[src/rtl/mmio_irq_ctrl_pkg.sv]
`default_nettype none
// +----------------------------------------------------------------------+
// | mmio_irq_pkg : register offsets, MODE encodings and event helper     |
// | Rev 1.0 - initial release                                            |
// +----------------------------------------------------------------------+
package mmio_irq_pkg;

  // Byte offsets within the 32-byte register window.
  localparam logic [4:0] REG_RAW  = 5'h00;
  localparam logic [4:0] REG_PEND = 5'h04;
  localparam logic [4:0] REG_EN   = 5'h08;
  localparam logic [4:0] REG_MODE = 5'h0C;
  localparam logic [4:0] REG_STAT = 5'h10;

  typedef enum logic [1:0] {
    MODE_RISE  = 2'b00,
    MODE_FALL  = 2'b01,
    MODE_BOTH  = 2'b10,
    MODE_LEVEL = 2'b11
  } irq_mode_e;

  // cur is the debounced value, prev the same value one cycle earlier.
  function automatic logic detect_event(input irq_mode_e mode, input logic cur,
                                        input logic prev);
    logic evt;
    case (mode)
      MODE_RISE: evt = cur & ~prev;
      MODE_FALL: evt = ~cur & prev;
      MODE_BOTH: evt = cur ^ prev;
      default:   evt = cur;
    endcase
    return evt;
  endfunction

endpackage
`default_nettype wire

[src/rtl/mmio_irq_ctrl_debounce.sv]
`default_nettype none
// +----------------------------------------------------------------------+
// | irq_debounce : two-flop synchroniser plus stable-count debouncer     |
// | Rev 1.0 - initial release                                            |
// +----------------------------------------------------------------------+
module irq_debounce
  import mmio_irq_pkg::*;
#(
  parameter logic [15:0] DB_CYCLES = 16'd12000,
  parameter logic        INIT      = 1'b1
) (
  input  logic clock_main,
  input  logic rst_n,
  input  logic async_in,
  output logic db_out
);

  logic r_sync1;
  logic r_sync2;

  always_ff @(posedge clock_main) begin
    if (!rst_n) begin
      r_sync1 <= 1'b0;
      r_sync2 <= 1'b0;
    end else begin
      r_sync1 <= async_in;
      r_sync2 <= r_sync1;
    end
  end

  generate
    if (DB_CYCLES == 16'd0) begin : g_bypass
      assign db_out = r_sync2;
    end else begin : g_filter
      logic [15:0] r_cnt;
      logic        r_db;

      // The counter only runs while the synchronised value disagrees.
      always_ff @(posedge clock_main) begin
        if (!rst_n) begin
          r_cnt <= 16'd0;
          r_db  <= INIT;
        end else if (r_sync2 == r_db) begin
          r_cnt <= 16'd0;
        end else if (r_cnt == DB_CYCLES) begin
          r_db  <= r_sync2;
          r_cnt <= 16'd0;
        end else begin
          r_cnt <= r_cnt + 16'd1;
        end
      end

      assign db_out = r_db;
    end
  endgenerate

endmodule
`default_nettype wire

[src/rtl/mmio_irq_ctrl.sv]
`default_nettype none
// +----------------------------------------------------------------------+
// | mmio_irq_ctrl : picorv32-bus interrupt controller, NCH inputs        |
// | Rev 1.0 - initial release                                            |
// +----------------------------------------------------------------------+
module mmio_irq_ctrl
  import mmio_irq_pkg::*;
#(
  parameter int              NCH        = 4,
  parameter logic [31:0]     BASE_ADDR  = 32'h0200_5000,
  parameter logic [15:0]     DB_CYCLES  = 16'd12000,
  parameter logic [NCH-1:0]  INIT_LEVEL = {NCH{1'b1}}
) (
  input  logic           clock_main,
  input  logic           rst_n,
  input  logic           mem_valid,
  input  logic [31:0]    mem_addr,
  input  logic [31:0]    mem_wdata,
  input  logic [3:0]     mem_wstrb,
  output logic           mem_ready,
  output logic [31:0]    mem_rdata,
  input  logic [NCH-1:0] irq_in,
  output logic           irq_out
);

  localparam logic [31:0] c_ch_mask   = 32'((64'd1 << NCH) - 64'd1);
  localparam logic [31:0] c_mode_mask = 32'((64'd1 << (2 * NCH)) - 64'd1);

  // Registers are held at 32 bits; bits beyond the channel count stay 0.
  logic [31:0]    r_pend;
  logic [31:0]    r_en;
  logic [31:0]    r_mode;
  logic [NCH-1:0] r_prev;

  logic [NCH-1:0] w_db;
  logic [31:0]    w_raw;
  logic [31:0]    w_evt;
  logic [31:0]    w_stat;

  logic           w_hit;
  logic           w_rd;
  logic           w_wr;
  logic [4:0]     w_off;
  logic [31:0]    w_bmask;
  logic [31:0]    w_wmasked;
  logic           w_wr_pend;
  logic           w_wr_en;
  logic           w_wr_mode;
  logic [31:0]    w_pend_clr;
  logic [31:0]    w_pend_nxt;
  logic [31:0]    w_rdata;

  generate
    for (genvar i = 0; i < NCH; i++) begin : g_ch
      irq_debounce #(
        .DB_CYCLES (DB_CYCLES),
        .INIT      (INIT_LEVEL[i])
      ) u_debounce (
        .clock_main (clock_main),
        .rst_n      (rst_n),
        .async_in   (irq_in[i]),
        .db_out     (w_db[i])
      );

      assign w_evt[i] = detect_event(irq_mode_e'(r_mode[2*i +: 2]), w_db[i], r_prev[i]);
    end
  endgenerate

  assign w_evt[31:NCH] = '0;
  assign w_raw         = 32'(w_db);
  assign w_stat        = r_pend & r_en;

  // Bus decode: the !mem_ready term keeps each access to a single ack.
  assign w_hit     = mem_valid && !mem_ready && (mem_addr[31:5] == BASE_ADDR[31:5]);
  assign w_off     = mem_addr[4:0] & 5'h1C;
  assign w_wr      = w_hit && (mem_wstrb != 4'b0000);
  assign w_rd      = w_hit && (mem_wstrb == 4'b0000);
  assign w_bmask   = {{8{mem_wstrb[3]}}, {8{mem_wstrb[2]}},
                      {8{mem_wstrb[1]}}, {8{mem_wstrb[0]}}};
  assign w_wmasked = mem_wdata & w_bmask;
  assign w_wr_pend = w_wr && (w_off == REG_PEND);
  assign w_wr_en   = w_wr && (w_off == REG_EN);
  assign w_wr_mode = w_wr && (w_off == REG_MODE);

  // A new event on the same edge as a W1C wins over the clear.
  assign w_pend_clr = w_wr_pend ? (w_wmasked & c_ch_mask) : 32'd0;
  assign w_pend_nxt = ((r_pend & ~w_pend_clr) | w_evt) & c_ch_mask;

  always_comb begin
    w_rdata = 32'd0;
    if (w_rd) begin
      case (w_off)
        REG_RAW:  w_rdata = w_raw;
        REG_PEND: w_rdata = r_pend;
        REG_EN:   w_rdata = r_en;
        REG_MODE: w_rdata = r_mode;
        REG_STAT: w_rdata = w_stat;
        default:  w_rdata = 32'd0;
      endcase
    end
  end

  always_ff @(posedge clock_main) begin
    if (!rst_n) begin
      mem_ready <= 1'b0;
      mem_rdata <= 32'd0;
      irq_out   <= 1'b0;
      r_pend    <= 32'd0;
      r_en      <= 32'd0;
      r_mode    <= 32'd0;
      r_prev    <= INIT_LEVEL;
    end else begin
      mem_ready <= w_hit;
      mem_rdata <= w_rdata;
      irq_out   <= |w_stat;
      r_pend    <= w_pend_nxt;
      r_prev    <= w_db;
      if (w_wr_en) begin
        r_en <= ((r_en & ~w_bmask) | w_wmasked) & c_ch_mask;
      end
      if (w_wr_mode) begin
        r_mode <= ((r_mode & ~w_bmask) | w_wmasked) & c_mode_mask;
      end
    end
  end

endmodule
`default_nettype wire

[config.mk]
export PLATFORM = sky130hd
export DESIGN_NAME = mmio_irq_ctrl
export DESIGN_NICKNAME = d
export VERILOG_FILES = /design/src/rtl/mmio_irq_ctrl_pkg.sv /design/src/rtl/mmio_irq_ctrl_debounce.sv /design/src/rtl/mmio_irq_ctrl.sv
export SDC_FILE = /design/constraint.sdc
export NUM_CORES = 1
export LEC_CHECK = 0
export ABC_CLOCK_PERIOD_IN_PS = 4220
export BUFFER_PORTS_ARGS = -buffer_cell sky130_fd_sc_hd__buf_2
export CORE_MARGIN = 2
export CORE_UTILIZATION = 60
export CTS_CLUSTER_SIZE = 28
export DETAILED_ROUTE_END_ITERATION = 10
export HOLD_SLACK_MARGIN = 0.06
export PLACE_DENSITY = 0.95
export SLEW_MARGIN = 20
export SYNTH_ARGS = -nofsm -noshare
export SYNTH_HDL_FRONTEND = slang
export SYNTH_HIERARCHICAL = 1
export SYNTH_SLANG_ARGS = --single-unit
export TNS_END_PERCENT = 50
[constraint.sdc]
create_clock -name clock_main -period 4.22 [get_ports clock_main]
set_input_delay 0.633 -clock clock_main [delete_from_list [all_inputs] [get_ports clock_main]]
set_output_delay 0.633 -clock clock_main [all_outputs]
set_load 0.01 [all_outputs]
# Word-level counts from Yosys, hierarchy flattened
# Index checks and enable logic that the tools add are counted.
word_totals:
  mem_bits_rw: 0
  output_inout_bits: 34
  romBits: 0
  latch_bits: 0
  regBits: 130
  in_bits: 75
  elab_cells: 114
  n_memories: 0
classes:
  bitwise: 35
  n_mux: 6
  n_addsub: 4
  n_reduce_logical: 25
  magnitude_cmp: 0
  n_mul: 0
  div: 0
  n_eq_ne: 21
  shifts: 0
op_table:
  columns: ["cell", "n"]
  rows:
  - ["adder 16 x 1 -> 16 bit (second input constant)", 4]
  - ["== test 16 x 14 -> 1 bit (second input constant)", 4]
  - ["case mux 8 bit (5 select lines)", 1]
  - ["OR reduction 32 bit", 1]
  - ["== test 27 x 21 -> 1 bit (second input constant)", 1]
  - ["AND 8 bit", 2]
  - ["inverter 1 bit", 13]
  - ["AND 4 bit", 3]
  - ["case mux 1 bit (3 select lines)", 4]
  - ["OR reduction 3 bit", 4]
  - ["AND reduction 2 bit", 5]
  - ["AND 1 bit", 8]
  - ["== test 2 x 1 -> 1 bit (second input constant)", 4]
  - ["== test 2 bit (second input constant)", 4]
  - ["zero test 2 bit", 4]
  - ["inverter 8 bit", 1]
  - ["bitwise OR 4 bit", 2]
  - ["bitwise OR 8 bit", 1]
  - ["logical AND 1 bit", 7]
  - ["== test 3 x 2 -> 1 bit (second input constant)", 2]
  - ["zero test 5 bit", 1]
  - ["== test 1 bit", 4]
  - ["zero test 4 bit", 1]
  - ["2-to-1 mux 4 bit", 1]
  - ["other kinds (6)", 9]

# Longest topological paths before layout
# Gate-level depths: netlist of run 1.
logic_depth:
  word_depth: 9
  mapped_depth: 7

# Modules after synthesis
# The synthesis of run 1 kept the hierarchy.
modules_own_cells:
  columns: ["module", "instances", "area_each_um2", "cells_each"]
  rows:
  - ["irq_debounce", 4, 893.4, 93]
  - ["mmio_irq_ctrl", 1, 1823.0, 191]

# Least setup slack after synthesis of run 1
# Ideal clock, no wire load.
synth_path:
  kind: "input port to flip-flop"
  startpoint: "in mem_addr[6]"
  endpoint: "reg with a tool-made name"
  path_buffers: 1
  arrival_ns: 1.777
  setup_ns: 0.072
  setup_slack_ns: 2.372
  cell_stages: 5
  path_cell_list: "nor4b_2 nand4_1 nor4b_2 buf_4 mux2i_1"
synth_lines:
  columns: ["item", "line_no", "text"]
  rows:
  - ["from (decl)", "mmio_irq_ctrl.sv:17", "input logic [31:0] mem_addr,"]

==> results.toml, run 1 <==
[run_status]
status = "finished clean"

[timing]
period_minus_slack_ns = 2.05
finalHoldViolCount = 0
rsz0062_at_grt = "no"
max_freq_mhz = 487
worst_slack_ns = 2.17
setup_tns_ns = 0
maxSlewViolCount = 0
fin_skew_ns = 0.00855
setup_viol = 0
worst_slew_pin_slew_ns = 0.728
maxSlewHeadroom_pct = 51.3
final.period_utilization_pct = 48.7

[routing]
top_layer = "met4"
route.met2.wl_um = 5490
wl_um = 10600
drt_drc_violations_left = 0
via_count = 4111
wl_met1_um = 4190
viasPerCell = 5.59
post_drt_wl_per_cell_um = 14.4
final_antenna_net_count = 0
wl_met3_um = 570
drtPass1Iterations = 5
first_iter_violations = 164

[worst_setup_path]
setup.worst_path.class = "in2reg"
worstPathMaxFanout = 8
arrival_ns = 2.36
start_kind = "primary input"
required_ns = 4.52
worstSetupStartpoint = "mem_addr[2]"
worstSetupEndpointType = "register"
r2r_start = "mem_ready"

[logic_synthesis]
synth_area_leaders = "dfxtp_1 (39%), xnor2_1 (8.4%), nor2_1 (4.6%)"
ys_ff_latch = 106
synth.distinct_cells = 43
yosysTopAreaCellShare_pct = 39.3
yosysMostFrequentCell = "dfxtp_1"
syn_inst = 563
synth_edf_count = 0
ys_top_cells_by_count = "dfxtp_1 (106), nor2_1 (66), xnor2_1 (52)"
synth_top_area_cell = "dfxtp_1"
synth_area_mm2 = 0.00540
synth_area_per_cell_um2 = 9.59
yosysWarningCount = 6
async_flop_share_pct = 0
synth-seq-area-share_pct = 39.3
synthFlopType = "dfxtp_1"

[layout]
fin_nets = 713
area_growth_pct = 8.35
drive_gt1_share_pct = 21.7
stdcell_area_mm2 = 0.00585
diodes = 0
n_fill_cell = 599

[clocking]
root_buffer = "clkbuf_8"
path_clk_slew_ns = 0.10
post_cts_resized = 0
cts.path.max_buffers = 2
post-cts-setup-buffers = 0
numCtsBuffers = 9
cts_tree = "done"
htreeDepth = 3
clkLatencyLatePin_ns = 0.38
hold_buffers = 0
clock-sinks = 106

[grt]
grtUsageTotal_pct = 22.4
grt-ovfl-total = 0
grt_pass1_wl_um = 18000
antenna_found_initial = 0
grt_pass1_vias = 4090
grt_max_degree = 47

[min_path]
hp-class = "reg2reg"
min_from = "g_ch[3].u_debounce/r_sync1"

[floorplanning]
fp-row-count = 34
die-height_um = 98.8
start_util_pct = 61.9
core_area_mm2 = 0.00872
die_width_um = 98.8
io-pin-count = 109
die_area_mm2 = 0.00977

[placed_design]
place.gp.congestion = 0.836
post-dp-hpwl_um = 7750
dpl-instance-area_mm2 = 0.00566
io_buffers = 58
post-place-ws_ns = 1.46

[power]
intPower_mw = 1.28
power.clock.fraction_pct = 33.7
p_seq_share_pct = 59.9
ir_drop_v = 0.000170
finalPower_mw = 1.72
combPwrFrac_pct = 6.4
power.switching_mw = 0.443
leakage_nw = 2.28
power_density_mw_per_mm2 = 294
switching_share_pct = 25.7

[run]
timing.max_cap.violations = 0
[kinds of logic after synthesis]
| family | Yosys count | share of synthesized area, % |
|---|---|---|
| simple gates | 251 | 30.9 |
| buf+inv | 82 | 8.07 |
| other cells | 1 | 0.0695 |
| fa+ha+maj | 16 | 3.71 |
| compound gates | 23 | 2.76 |
| xor+xnor | 60 | 9.74 |
| mux | 24 | 5.45 |
| flops | 106 | 39.3 |
[power groups by stage]
stage	registers (mW)	logic, mW	clock network (mW)
after global placement	1.05	0.104	0
after global routing	1.03	0.122	0.631
after detailed placement	1.05	0.109	0
after CTS	1.03	0.110	0.586
after floorplan	1.05	0.0878	0
final	1.03	0.111	0.580
[critical path, cell delays in order]
cell and delay (ns):
buf_2 0.18, nor2b_1 0.36, and2_1 0.28, nor4b_4 0.64, mux2i_1 0.26
[layer usage]
metal	vias up	track usage (%)
met2	150	39.9
met1	1946	25.5
met3	35	4.75
met5	-	0
li1	1980	-
met4	0	10.4
[layout by cell type (no fill, tap or decap), types with 12 or more instances in the layout]
| cell | Yosys | final |
|---|---|---|
| nor2_2 | 12 | 12 |
| and2_1 | 12 | 12 |
| nand3_1 | 21 | 21 |
| inv_1 | 48 | 48 |
| xnor2_1 | 52 | 52 |
| conb_1 | 1 | 24 |
| nor2_1 | 66 | 66 |
| ha_1 | 16 | 16 |
| nor3_1 | 18 | 18 |
| buf_2 | 0 | 58 |
| mux2i_1 | 17 | 17 |
| nand2_1 | 41 | 41 |
| nor4_2 | 14 | 14 |
| dfxtp_1 | 106 | 106 |
[layout make-up]
cell class | count | area (um^2) | share of cell area, %
Sequential cell | 106 | 2120 | 36.3
Clock buffer | 10 | 128 | 2.18
Inverter | 48 | 180 | 3.08
Timing Repair Buffer | 59 | 298 | 5.09
Tap cell | 108 | 135 | 2.31
Clock inverter | 6 | 50.0 | 0.856
Multi-Input combinational cell | 398 | 2930 | 50.2
[per-stage QoR]
step | hold slack (ns) | utilization, % | std cells
2_1_floorplan | 0.412 | - | 586
3_3_place_gp | 0.412 | 64.9 | 719
3_5_place_dp | 0.426 | 64.9 | 719
4_1_cts | 0.449 | 66.9 | 735
5_1_grt | 0.448 | 67.0 | 735
6_report | 0.443 | 67.0 | 735
[final timing paths]
check / end / slack, ns / cells past startpoint
max: register / 2.17 / 5
min: g_ch[3].u_debounce/r_sync2 / 0.44 / 1
max reg2reg: register / 2.46 / 4
min reg2reg: g_ch[3].u_debounce/r_sync2 / 0.44 / 1
Note: power is estimated with default switching activity, not from simulation.
==> inputs of run 2 (changes only) <==
--- a/config.mk
+++ b/config.mk
@@ -5,14 +5,15 @@
 export SDC_FILE = /design/constraint.sdc
 export NUM_CORES = 1
 export LEC_CHECK = 0
-export ABC_CLOCK_PERIOD_IN_PS = 4220
+export ABC_AREA = 1
+export ABC_CLOCK_PERIOD_IN_PS = 2000
 export BUFFER_PORTS_ARGS = -buffer_cell sky130_fd_sc_hd__buf_2
 export CORE_MARGIN = 2
-export CORE_UTILIZATION = 60
+export CORE_UTILIZATION = 56
 export CTS_CLUSTER_SIZE = 28
 export DETAILED_ROUTE_END_ITERATION = 10
 export HOLD_SLACK_MARGIN = 0.06
-export PLACE_DENSITY = 0.95
+export PLACE_DENSITY = 0.91
 export SLEW_MARGIN = 20
 export SYNTH_ARGS = -nofsm -noshare
 export SYNTH_HDL_FRONTEND = slang
==> constraint.sdc (replaced) <==
create_clock -name clock_main -period 2 [get_ports clock_main]
set_input_delay 0.3 -clock clock_main [delete_from_list [all_inputs] [get_ports clock_main]]
set_output_delay 0.3 -clock clock_main [all_outputs]
set_load 0.01 [all_outputs]
==> run 2 against run 1 <==
Effect of this change: power grew 110%; sequential power is 110% higher; non-clock buffer count rose by 2; sequential share of layout area down 1.6 points; synthesized area grew 4.3%; synthesized cell count grew 49%; hold slack worse by 0.33 ns; largest cell class unchanged.
==> results.toml, run 2 <==
[logic_synthesis]
synth_area_per_cell_um2 = 6.71
ys_top_cells_by_count = "nand2_1 (205), nor2_1 (161), inv_1 (119)"
syn_inst = 839
yosysMostFrequentCell = "nand2_1"
synthFlopType = "dfxtp_1"
ys_ff_latch = 106
synth.distinct_cells = 27
synth_top_area_cell = "dfxtp_1"
yosysWarningCount = 6
synth_area_mm2 = 0.00563
synth-seq-area-share_pct = 37.7
synth_edf_count = 0
async_flop_share_pct = 0
yosysTopAreaCellShare_pct = 37.7
synth_area_leaders = "dfxtp_1 (38%), nand2_1 (14%), nor2_1 (11%)"

[worst_setup_path]
setup.worst_path.class = "reg2reg"
required_ns = 2.27
worstSetupEndpointType = "register"
arrival_ns = 1.70
start_kind = "register"
r2r_slack_ns = 0.56
worstPathMaxFanout = 8
worstRegToRegCells = 8
r2r_start = "mem_ready"

[routing]
drtPass1Iterations = 5
drt_drc_violations_left = 0
first_iter_violations = 280
post_drt_wl_per_cell_um = 10.7
via_count = 5091
final_antenna_net_count = 0
viasPerCell = 4.89
wl_um = 11200

[floorplanning]
die_width_um = 104
core_area_mm2 = 0.00977
die_area_mm2 = 0.0109
die-height_um = 104
fp-row-count = 36
io-pin-count = 109
start_util_pct = 57.6

[timing]
setup_tns_ns = 0
hold_slack_ns = 0.109
maxSlewViolCount = 0
finalHoldViolCount = 0
fin_skew_ns = 0.0162
maxSlewHeadroom_pct = 64.2
period_minus_slack_ns = 1.44
setup_viol = 0
worst_slew_pin_slew_ns = 0.533
max_freq_mhz = 696
rsz0062_at_grt = "no"
final.period_utilization_pct = 71.8
worst_slack_ns = 0.564

[clocking]
htreeDepth = 3
root_buffer = "clkbuf_8"
cts.path.max_buffers = 2
path_clk_slew_ns = 0.09
hold_buffers = 0
clock-sinks = 106
numCtsBuffers = 9
post-cts-setup-buffers = 0
cts_tree = "done"
clkLatencyLatePin_ns = 0.38
post_cts_resized = 0

[power]
power_density_mw_per_mm2 = 588
leakage_nw = 2.62
ir_drop_v = 0.000446

[layout]
final_common_cell = "nand2_1"
n_fill_cell = 852
final_cell_mix = "nand2_1 (205), nor2_1 (161), inv_1 (119), dfxtp_1 (106), buf_2 (58)"
area_growth_pct = 8.80
fin_nets = 994
diodes = 0
drive_gt1_share_pct = 11.7

[min_path]
min_from = "irq_in[0]"
min_path_cells = 3
hp-class = "in2reg"
hold_end = "g_ch[0].u_debounce/r_sync1"

[grt]
grt-ovfl-total = 0
grt_pass1_vias = 4627
antenna_found_initial = 0
grt_pass1_wl_um = 19200
grt_max_degree = 21
grtUsageTotal_pct = 20.9

[run]
timing.max_cap.violations = 0

[placed_design]
post-dp-hpwl_um = 8440
post-place-ws_ns = 0.367
io_buffers = 58
place.gp.congestion = 0.894

[run_status]
status = "finished clean"
-- run 2: per-stage QoR --
| step | instances | area, um^2 | util [%] | total power, mW |
|---|---|---|---|---|
| after floorplan | 862 | 5720 | - | 2.38 |
| after global placement | 1025 | 5940 | 60.8 | 2.42 |
| after detailed placement | 1025 | 5940 | 60.8 | 2.43 |
| after CTS | 1041 | 6120 | 62.7 | 3.63 |
| after global routing | 1041 | 6120 | 62.7 | 3.76 |
| final | 1041 | 6120 | 62.7 | 3.60 |
-- run 2: cell families after synthesis --
family,count (synthesis),share of synthesized area (%)
compound gates,65,6.49
flops,106,37.7
simple gates,481,36.7
fa+ha+maj,16,3.56
buf+inv,150,12.4
xor+xnor,20,3.11
other cells,1,0.0666
-- run 2: area by class of cell --
type / instances / area, um^2 / area share [%]
well taps: 133 / 166 / 2.72
flip-flops and latches: 106 / 2120 / 34.6
multi-input cells: 606 / 2900 / 47.3
inverters: 119 / 447 / 7.29
clock buffers: 12 / 155 / 2.53
repair buffers: 61 / 313 / 5.11
clock inverters: 4 / 26.3 / 0.429
-- run 2: worst max path at each step --
stage                       from      endpoint  slack (ns)  cells past startpoint
finish                 mem_ready      register        0.56                      8
global route           mem_ready      register        0.46                      8
CTS                    mem_ready      register        0.57                      8
global placement    mem_addr[24]  mem_rdata[3]        0.41                      8
floorplan           mem_addr[24]      register        0.70                      8
detailed placement  mem_addr[30]      register        0.37                      9
-- run 2: worst max-delay path, stage by stage (launching register included) --
cell	delay, ns
dfxtp_1	0.32
inv_1	0.05
nand2_1	0.04
nor2_1	0.09
nand2_1	0.10
nor2_4	0.19
nand3_1	0.28
nor2_1	0.20
nor2_1	0.07
-- run 2: layer usage --
| layer | up-vias | share of wire [%] | GRT usage (%) | wire length (um) |
|---|---|---|---|---|
| met3 | 19 | 5.3 | 4.32 | 593 |
| met2 | 133 | 49 | 36.7 | 5520 |
| met5 | - | 0 | 0 | 0 |
| met4 | 0 | 1.8 | 9.17 | 205 |
| li1 | 2698 | - | - | - |
| met1 | 2241 | 43 | 24.6 | 4830 |
-- run 2: power breakdown --
part | leakage [nW] | total [mW] | switching [mW] | internal [mW]
sequential | 0.858 | 2.17 | 0.0303 | 2.14
clock | 0.0924 | 1.22 | 0.698 | 0.519
combinational | 1.67 | 0.216 | 0.136 | 0.0802
